--- src/rtl/fc_dma_loader_if.sv ---
// RAM read port and FC operand-buffer write port of the FC DMA loader.
// No latency of its own; the master issues one read and waits for ram_rd_valid before the next.
interface fc_dma_loader_if #(
    parameter int WORD_SIZE     = 16,
    parameter int IP_LAYER_SIZE = 128,
    parameter int OP_LAYER_SIZE = 84,
    parameter int ADDRESS_SIZE  = 16
);
    localparam int ROW_W = (OP_LAYER_SIZE > 1) ? $clog2(OP_LAYER_SIZE) : 1;
    localparam int COL_W = (IP_LAYER_SIZE > 1) ? $clog2(IP_LAYER_SIZE) : 1;

    logic                    ram_rd_en;
    logic [ADDRESS_SIZE-1:0] ram_address;
    logic                    ram_rd_valid;
    logic [WORD_SIZE-1:0]    ram_rd_data;

    logic                    buf_wr_en;
    logic [1:0]              buf_sel;
    logic [ROW_W-1:0]        buf_row;
    logic [COL_W-1:0]        buf_col;
    logic [WORD_SIZE-1:0]    buf_data;

    modport master (
        output ram_rd_en, ram_address,
        input  ram_rd_valid, ram_rd_data,
        output buf_wr_en, buf_sel, buf_row, buf_col, buf_data
    );

    modport slave (
        input  ram_rd_en, ram_address,
        output ram_rd_valid, ram_rd_data,
        input  buf_wr_en, buf_sel, buf_row, buf_col, buf_data
    );
endinterface

--- src/rtl/fc_dma_loader.sv ---
// Sequential X/W/B operand fetch from word-addressed RAM into the FC operand buffers.
// One word per (L+1) cycles: buffer write lands the cycle after ram_rd_valid, next read merges into it.
// Single outstanding read; the loader simply waits in WAIT for as long as the RAM withholds ram_rd_valid.
module fc_dma_loader #(
    parameter int WORD_SIZE     = 16,
    parameter int IP_LAYER_SIZE = 128,
    parameter int OP_LAYER_SIZE = 84,
    parameter int ADDRESS_SIZE  = 16
) (
    input  logic                    clk,
    input  logic                    reset,
    input  logic                    start,
    input  logic                    load_x,
    input  logic                    abort,
    input  logic [ADDRESS_SIZE-1:0] base_address,
    output logic                    busy,
    output logic                    done,
    fc_dma_loader_if.master         bus
);
    localparam int ROW_W = (OP_LAYER_SIZE > 1) ? $clog2(OP_LAYER_SIZE) : 1;
    localparam int COL_W = (IP_LAYER_SIZE > 1) ? $clog2(IP_LAYER_SIZE) : 1;

    localparam logic [1:0] SEL_X = 2'd0;
    localparam logic [1:0] SEL_W = 2'd1;
    localparam logic [1:0] SEL_B = 2'd2;

    typedef enum logic [1:0] {IDLE, REQ, WAIT, FIN} state_t;

    state_t                  state, state_nxt;
    logic [ADDRESS_SIZE-1:0] addr;
    logic [1:0]              cur_sel;
    logic [ROW_W-1:0]        cur_row;
    logic [COL_W-1:0]        cur_col;
    logic                    accept, take, col_end, row_end, last_word;

    assign accept    = (state == IDLE) && start && !abort;
    assign take      = (state == WAIT) && bus.ram_rd_valid && !abort;
    assign col_end   = (cur_col == COL_W'(IP_LAYER_SIZE - 1));
    assign row_end   = (cur_row == ROW_W'(OP_LAYER_SIZE - 1));
    assign last_word = (cur_sel == SEL_B) && row_end;

    assign busy            = (state != IDLE);
    assign done            = (state == FIN);
    assign bus.ram_rd_en   = (state == REQ);
    assign bus.ram_address = addr;

    always_ff @(posedge clk or negedge reset) begin
        if (!reset) begin
            state <= IDLE;
        end else begin
            state <= state_nxt;
        end
    end

    // A REQ entered from WAIT is also the buffer-write cycle of the word just received.
    always_comb begin
        state_nxt = state;
        case (state)
            IDLE:    if (accept) state_nxt = REQ;
            REQ:     state_nxt = WAIT;
            WAIT:    if (take) state_nxt = last_word ? FIN : REQ;
            FIN:     state_nxt = IDLE;
            default: state_nxt = IDLE;
        endcase
        if (abort) begin
            state_nxt = IDLE;
        end
    end

    always_ff @(posedge clk or negedge reset) begin
        if (!reset) begin
            addr          <= '0;
            cur_sel       <= SEL_X;
            cur_row       <= '0;
            cur_col       <= '0;
            bus.buf_wr_en <= 1'b0;
            bus.buf_sel   <= 2'd0;
            bus.buf_row   <= '0;
            bus.buf_col   <= '0;
            bus.buf_data  <= '0;
        end else begin
            bus.buf_wr_en <= take;
            if (accept) begin
                addr    <= base_address;
                cur_sel <= load_x ? SEL_X : SEL_W;
                cur_row <= '0;
                cur_col <= '0;
            end else if (take) begin
                // Operand block is contiguous, so the address just steps and wraps.
                addr         <= addr + 1'b1;
                bus.buf_sel  <= cur_sel;
                bus.buf_row  <= cur_row;
                bus.buf_col  <= cur_col;
                bus.buf_data <= bus.ram_rd_data;
                case (cur_sel)
                    SEL_X: begin
                        if (col_end) begin
                            cur_sel <= SEL_W;
                            cur_col <= '0;
                        end else begin
                            cur_col <= cur_col + 1'b1;
                        end
                    end
                    SEL_W: begin
                        if (col_end) begin
                            cur_col <= '0;
                            if (row_end) begin
                                cur_sel <= SEL_B;
                                cur_row <= '0;
                            end else begin
                                cur_row <= cur_row + 1'b1;
                            end
                        end else begin
                            cur_col <= cur_col + 1'b1;
                        end
                    end
                    default: cur_row <= cur_row + 1'b1;
                endcase
            end
        end
    end
endmodule

--- src/flat_wrapper.sv ---
// flat-port wrapper written by rule: the top's interface ports become plain ports
module fc_dma_loader_flat 
#(
    parameter int WORD_SIZE     = 16,
    parameter int IP_LAYER_SIZE = 128,
    parameter int OP_LAYER_SIZE = 84,
    parameter int ADDRESS_SIZE  = 16
)
  (clk, reset, start, load_x, abort, base_address, busy, done, bus_ram_rd_en, bus_ram_address, bus_ram_rd_valid, bus_ram_rd_data, bus_buf_wr_en, bus_buf_sel, bus_buf_row, bus_buf_col, bus_buf_data);
  fc_dma_loader_if #(.WORD_SIZE(WORD_SIZE), .IP_LAYER_SIZE(IP_LAYER_SIZE), .OP_LAYER_SIZE(OP_LAYER_SIZE), .ADDRESS_SIZE(ADDRESS_SIZE)) bus_i ();
  input  logic clk;
  input  logic reset;
  input  logic start;
  input  logic load_x;
  input  logic abort;
  input  logic [ADDRESS_SIZE-1:0] base_address;
  output logic busy;
  output logic done;
  output wire logic [$bits(bus_i.ram_rd_en)-1:0] bus_ram_rd_en;
  output wire logic [$bits(bus_i.ram_address)-1:0] bus_ram_address;
  input wire logic [$bits(bus_i.ram_rd_valid)-1:0] bus_ram_rd_valid;
  input wire logic [$bits(bus_i.ram_rd_data)-1:0] bus_ram_rd_data;
  output wire logic [$bits(bus_i.buf_wr_en)-1:0] bus_buf_wr_en;
  output wire logic [$bits(bus_i.buf_sel)-1:0] bus_buf_sel;
  output wire logic [$bits(bus_i.buf_row)-1:0] bus_buf_row;
  output wire logic [$bits(bus_i.buf_col)-1:0] bus_buf_col;
  output wire logic [$bits(bus_i.buf_data)-1:0] bus_buf_data;
  assign bus_ram_rd_en = bus_i.ram_rd_en;
  assign bus_ram_address = bus_i.ram_address;
  assign bus_i.ram_rd_valid = bus_ram_rd_valid;
  assign bus_i.ram_rd_data = bus_ram_rd_data;
  assign bus_buf_wr_en = bus_i.buf_wr_en;
  assign bus_buf_sel = bus_i.buf_sel;
  assign bus_buf_row = bus_i.buf_row;
  assign bus_buf_col = bus_i.buf_col;
  assign bus_buf_data = bus_i.buf_data;
  fc_dma_loader #(.WORD_SIZE(WORD_SIZE), .IP_LAYER_SIZE(IP_LAYER_SIZE), .OP_LAYER_SIZE(OP_LAYER_SIZE), .ADDRESS_SIZE(ADDRESS_SIZE)) u_core (.clk(clk), .reset(reset), .start(start), .load_x(load_x), .abort(abort), .base_address(base_address), .busy(busy), .done(done), .bus(bus_i));
endmodule
--- config.mk ---
export PLATFORM = sky130hd
export DESIGN_NAME = fc_dma_loader_flat
export DESIGN_NICKNAME = d
export VERILOG_FILES = /design/src/rtl/fc_dma_loader_if.sv /design/src/rtl/fc_dma_loader.sv /design/src/flat_wrapper.sv
export SDC_FILE = /design/constraint.sdc
export NUM_CORES = 1
export LEC_CHECK = 0
export CAP_MARGIN = 20
export CORE_MARGIN = 4
export CORE_UTILIZATION = 36
export DETAILED_ROUTE_END_ITERATION = 12
export PLACE_DENSITY = 0.65
export SYNTH_ARGS = -nofsm -noshare
export SYNTH_HDL_FRONTEND = slang
export SYNTH_SLANG_ARGS = --single-unit
--- constraint.sdc ---
create_clock -name clk -period 4.2 [get_ports clk]
set_clock_uncertainty 0.2 [all_clocks]
set_input_delay 0.42 -clock clk [delete_from_list [all_inputs] [get_ports clk]]
set_output_delay 0.42 -clock clk [all_outputs]
set_load 0.03 [all_outputs]
Word-level counts from Yosys, hierarchy flattened
Cells that the tools add are included.

Add/sub/neg operators: 3. Equal/unequal tests: 13. Mux-type cells: 23. Bitwise operators: 1. Reduce and logical (&&, ||, !) cells: 18.

Operators with widths (count): $mux W7 (8); $mux W16 (2); $mux W2 (9); $add A16 B1 Y16 const B (1); $add A7 B1 Y7 const B (2); $eq A7 B7 Y1 const B (2); $pmux W7 S2 (1); $ne A3 B1 Y1 const B (3); $pmux W2 S4 (1); $eq A2 B2 Y1 const B (3); $ne A3 B2 Y1 const B (2); $reduce_and A2 Y1 (3); $reduce_bool A2 Y1 (3); $logic_and A1 B1 Y1 (5); $reduce_and A5 Y1 (1); $eq A2 B1 Y1 const B (2); $logic_not A2 Y1 (2); $pmux W2 S2 (1); $reduce_and A3 Y1 (1); $reduce_bool A3 Y1 (1); $ne A2 B1 Y1 const B (1); $reduce_or A2 Y1 (1); $logic_not A1 Y1 (1); $mux W1 (1); $not A1 Y1 (1).

Register bits after elaboration: 67. Output and inout bits: 52.

Logic depth before layout (Yosys ltp)
Depth in word-level cells: 6. Mapped depth: 6. Gate-level depth less buffers: 6.

Worst setup path after synthesis
No wires, ideal clock.

Kind: reg-to-reg. Start point: register u_core.addr[0], in the netlist u_core.bus.ram_address[0]. End point: register u_core.addr[14], in the netlist u_core.bus.ram_address[14]. Data arrival time: 1701 ps. Required time: 3917 ps. Path slack: 2216 ps. Cell stages (with the launch flop): 7. Buffers on the path: 0. Clock period less this slack: 1984 ps. Cell sequence: dfrtp_1 > ha_1 > inv_1 > nor4_1 > nand3_1 > xor2_1 > o21ai_0.

Cells in the longest elaborated chain, start to end: 3.

Ends and longest elaborated chain: start: declaration (line fc_dma_loader.sv:30) `logic [ADDRESS_SIZE-1:0] addr;`; start signal: assignment (line fc_dma_loader.sv:84) `addr <= base_address;`; start signal: assignment (line fc_dma_loader.sv:90) `addr <= addr + 1'b1;`; $add A16 B1 Y16 (line fc_dma_loader.sv:90); $mux W16 (line fc_dma_loader.sv:88) `end else if (take) begin`; $mux W16 (line fc_dma_loader.sv:83) `if (accept) begin`.

Every way passes these cells. The select of a mux whose other input is x is not followed. A chain may end at the register's enable or synchronous reset.

Worst setup path in the final report
Start point: input port abort. End point: register u_core.addr[5], in the netlist u_core.bus.ram_address[5].

Cells in the longest elaborated chain, start to end: 3. Elaborated cells on any way between the ends: 5.

Ends and longest elaborated chain: start: declaration (line flat_wrapper.sv:15) `input logic abort;`; $logic_not A1 Y1 (*) (line fc_dma_loader.sv:36, fc_dma_loader.sv:37); $logic_and A1 B1 Y1, on equally long branches (line fc_dma_loader.sv:36, fc_dma_loader.sv:37); $mux W16 / $reduce_bool A2 Y1 (equally long branches).

Every way passes the cells marked *; elsewhere a longest branch is shown, timed or not.

==> metrics.csv <==
stage;metric;value;unit
run_status;outcome;completed;
worst_setup_path;cell family contributing the most delay on the critical path;buffers and inverters;
clock_tree;clock tree root buffer cell;clkbuf_8;
sta;smallest setup slack after layout;1.67;ns
cells_and_area;commonest non-fill, non-tap cell in the layout;nand2_1;
detailed_routing;DRT antenna net count;0;
worst_setup_path;Critical Path RT;4.21;ns
detailed_routing;drt total wl;8240;um
clock_tree;post-CTS setup buffer count;0;
logic_synthesis;main flop type after synthesis;dfrtp_1;
logic_synthesis;Post-synth ARST share;100;%
cells_and_area;Final nets;488;
pwr;Peak VDD IR;0.181;mV
logic_synthesis;sequential element share of the synthesized area;53.8;%
placement;Port Buf Inserts;89;
floorplanning;die outline area;0.0102;mm2
pwr;standby leakage power;1.91;nW
global_routing;total routing resource utilization after global routing;16.5;%
logic_synthesis;number of enable-type register cells in the synthesized netlist;0;
worst_setup_path;timing startpoint of the critical path;abort;
detailed_routing;number of DRC markers in iteration 0;214;
worst_setup_path;worst reg2reg startpoint;u_core.state[0];
sta;final count of negative-setup-slack endpoints;0;
logic_synthesis;count of cell types in the netlist;43;
global_routing;initial antenna violation count;0;
placement;setup slack after placement;1.34;ns
clock_tree;clock tree from TritonCTS;done;
global_routing;first-pass GRT wire length;13500;um
placement;final weighted congestion in routability-driven placement;0.908;
sta;transition time of the tightest slew-check pin;0.911;ns
sta;post-route fraction of the period consumed by the critical path;60.2;%
global_routing;overflow left after global routing;0;
detailed_routing;total number of vias;2865;
worst_setup_path;launching element type of the critical path;input pin;
global_routing;number of global-route vias before repair;2873;
worst_setup_path;combined buffer and inverter count along the critical path;3;
worst_setup_path;CP max-delay cell;clkdlybuf4s50_1;
floorplanning;IO Pins;90;
sta;unrepaired setup endpoints after global routing;no;
logic_synthesis;Mapped Area;0.00312;mm2
placement;placed inst area;0.00412;mm2
cells_and_area;Antenna Diode Count;0;
cells_and_area;proportion of layout cells with a drive suffix above 1;5.54;%
clock_tree;CTS clock-pin slew for the worst setup and hold paths;0.07;ns
clock_tree;number of clock sinks seen by CTS;67;
sta;max-slew violation total from the final report;0;
cells_and_area;post-route cell area;0.00428;mm2
detailed_routing;post-DR wirelength/cell;14.8;um
clock_tree;clock network latency to the later pin of the worst-skew pair;0.33;ns
logic_synthesis;FF+latch count, synth;67;
floorplanning;core region area;0.00834;mm2
clock_tree;number of buffers added to fix hold violations after cts;0;
flow_run;max cap viols;0;
detailed_routing;DRC errors left;0;
sta;Fin Setup TNS;0;ns
worst_setup_path;largest fanout on the critical path;35;
clock_tree;total clock buffers created by CTS;9;
clock_tree;CTS resizes;0;
sta;final critical-path required period;2.53;ns
worst_hold_path;kind of path behind the tightest hold check;in -> async;
logic_synthesis;instance count of the mapped netlist;357;
floorplanning;horizontal die dimension;101;um
global_routing;largest net degree at the start of global routing;43;
pwr;PD cells;443;mW/mm2
floorplanning;Die Span Y;101;um
sta;Achievable Freq;395;MHz
worst_setup_path;chain of cells forming the critical path;clkdlybuf4s50_1 > nor2_1 > nand3_2 > clkinv_1 > buf_4 > nand2_1 > o311ai_0;
clock_tree;number of buffers between clock root and the deepest sink;2;
logic_synthesis;total number of yosys warnings;0;
worst_setup_path;Setup Crit Path Kind;in -> reg;
worst_setup_path;CP max stage delay;0.51;ns
sta;relative slew slack;39.2;%
detailed_routing;detailed-routing iteration count for the pre-antenna-repair pass;5;
worst_setup_path;kind of end point of the critical path;flop;
worst_setup_path;data arrival time of the critical path;2.54;ns
floorplanning;effective utilization at floorplan;37.4;%
cells_and_area;commonest non-fill, non-tap cells in the layout;nand2_1, clkdlybuf4s50_1, dfrtp_1, o21ai_0, nor2_1;
sta;final hold viol count;0;
clock_tree;level count of the clock H-tree;3;
cells_and_area;relative area change from synthesis to final layout;37.2;%
placement;HPWL after detailed placement;5910;um
detailed_routing;Vias per Instance;5.15;
logic_synthesis;Syn Area/Cell;8.74;um2
floorplanning;number of core rows;33;
logic_synthesis;Net Count, Synth;398;
## cell type report
| class | count | area, um2 |
|---|---|---|
| Multi-Input combinational cell | 269 | 1370 |
| Timing Repair Buffer | 94 | 923 |
| Clock inverter | 3 | 15.0 |
| Inverter | 6 | 23.8 |
| Clock buffer | 12 | 145 |
| Tap cell | 105 | 131 |
| Fill cell | 790 | 4060 |
| Sequential cell | 67 | 1680 |
## stage by stage
step | cells | utilization [%] | power (mW) | hold slack, ns
2_1_floorplan | 357 | - | 1.17 | -0.0756
3_3_place_gp | 541 | 49.4 | 1.45 | 0.258
3_5_place_dp | 541 | 49.4 | 1.46 | 0.262
4_1_cts | 556 | 51.3 | 1.92 | 0.0489
5_1_grt | 556 | 51.3 | 2.00 | 0.0975
6_report | 556 | 51.3 | 1.90 | 0.00928
## Yosys cell counts (2+ instances only)
cell	number	area, um2
nand2_1	127	477
a221o_1	3	30.0
nand4_1	4	25.0
nor2_1	22	82.6
dfrtp_1	67	1680
xnor2_1	4	35.0
or3_1	2	12.5
nand2b_1	3	18.8
buf_2	2	10.0
and3_1	2	12.5
buf_1	2	7.51
xor2_1	4	35.0
a31oi_1	3	18.8
inv_1	4	15.0
nor3_1	5	25.0
nand3_1	15	75.1
ha_1	3	37.5
a22oi_1	8	60.1
o211ai_1	3	22.5
clkbuf_1	11	41.3
a21oi_1	7	35.0
nor4_1	7	43.8
o21ai_0	29	145
## registers in the layout (all words and copies together), names as in the netlist
name                    count
u_core.bus.buf_data        16
u_core.bus.ram_address     16
u_core.bus.buf_col          7
u_core.bus.buf_row          7
u_core.cur_col              7
u_core.cur_row              7
u_core.bus.buf_sel          2
u_core.cur_sel              2
u_core.state                2
u_core.bus.buf_wr_en        1
## cells by family after synthesis
logic type / after synthesis / synth area share (%)
AND/OR/NAND/NOR: 197 / 27.9
buffers and inverters: 21 / 2.65
AO/OA/AOI/OAI: 61 / 12.2
flip-flops: 67 / 53.8
XOR/XNOR: 8 / 2.25
adder cells (fa/ha/maj): 3 / 1.20
## worst paths after layout
check                      slack (ns)                        end  depth (start not counted)
setup / recovery                 1.67  u_core.bus.ram_address[5]                          7
hold / removal                  0.009     u_core.bus.buf_data[1]                          1
setup reg to reg                 1.78  u_core.bus.ram_address[5]                          6
hold reg to reg                  0.27     u_core.bus.buf_data[8]                          2
max in group asynchronous        2.91          u_core.cur_row[2]                          2
min in group clk                 0.27     u_core.bus.buf_data[8]                          2
## routing by layer
| metal | routed length [um] | track usage (%) | vias up | share of wire, % |
|---|---|---|---|---|
| met3 | 550 | 3.11 | 11 | 6.7 |
| met4 | 116 | 7.06 | 0 | 1.4 |
| met1 | 3730 | 22.0 | 1360 | 45 |
| met5 | 0 | 0 | - | 0 |
| met2 | 3840 | 26.3 | 91 | 47 |
| li1 | - | - | 1403 | - |
## report_power, final
part | internal, mW | switching, mW | total (mW) | leakage, nW
registers | 0.748 | 0.0991 | 0.848 | 0.881
logic | 0.255 | 0.340 | 0.595 | 0.946
clock network | 0.225 | 0.229 | 0.453 | 0.0860
Note: power is estimated with default switching activity, not from simulation.
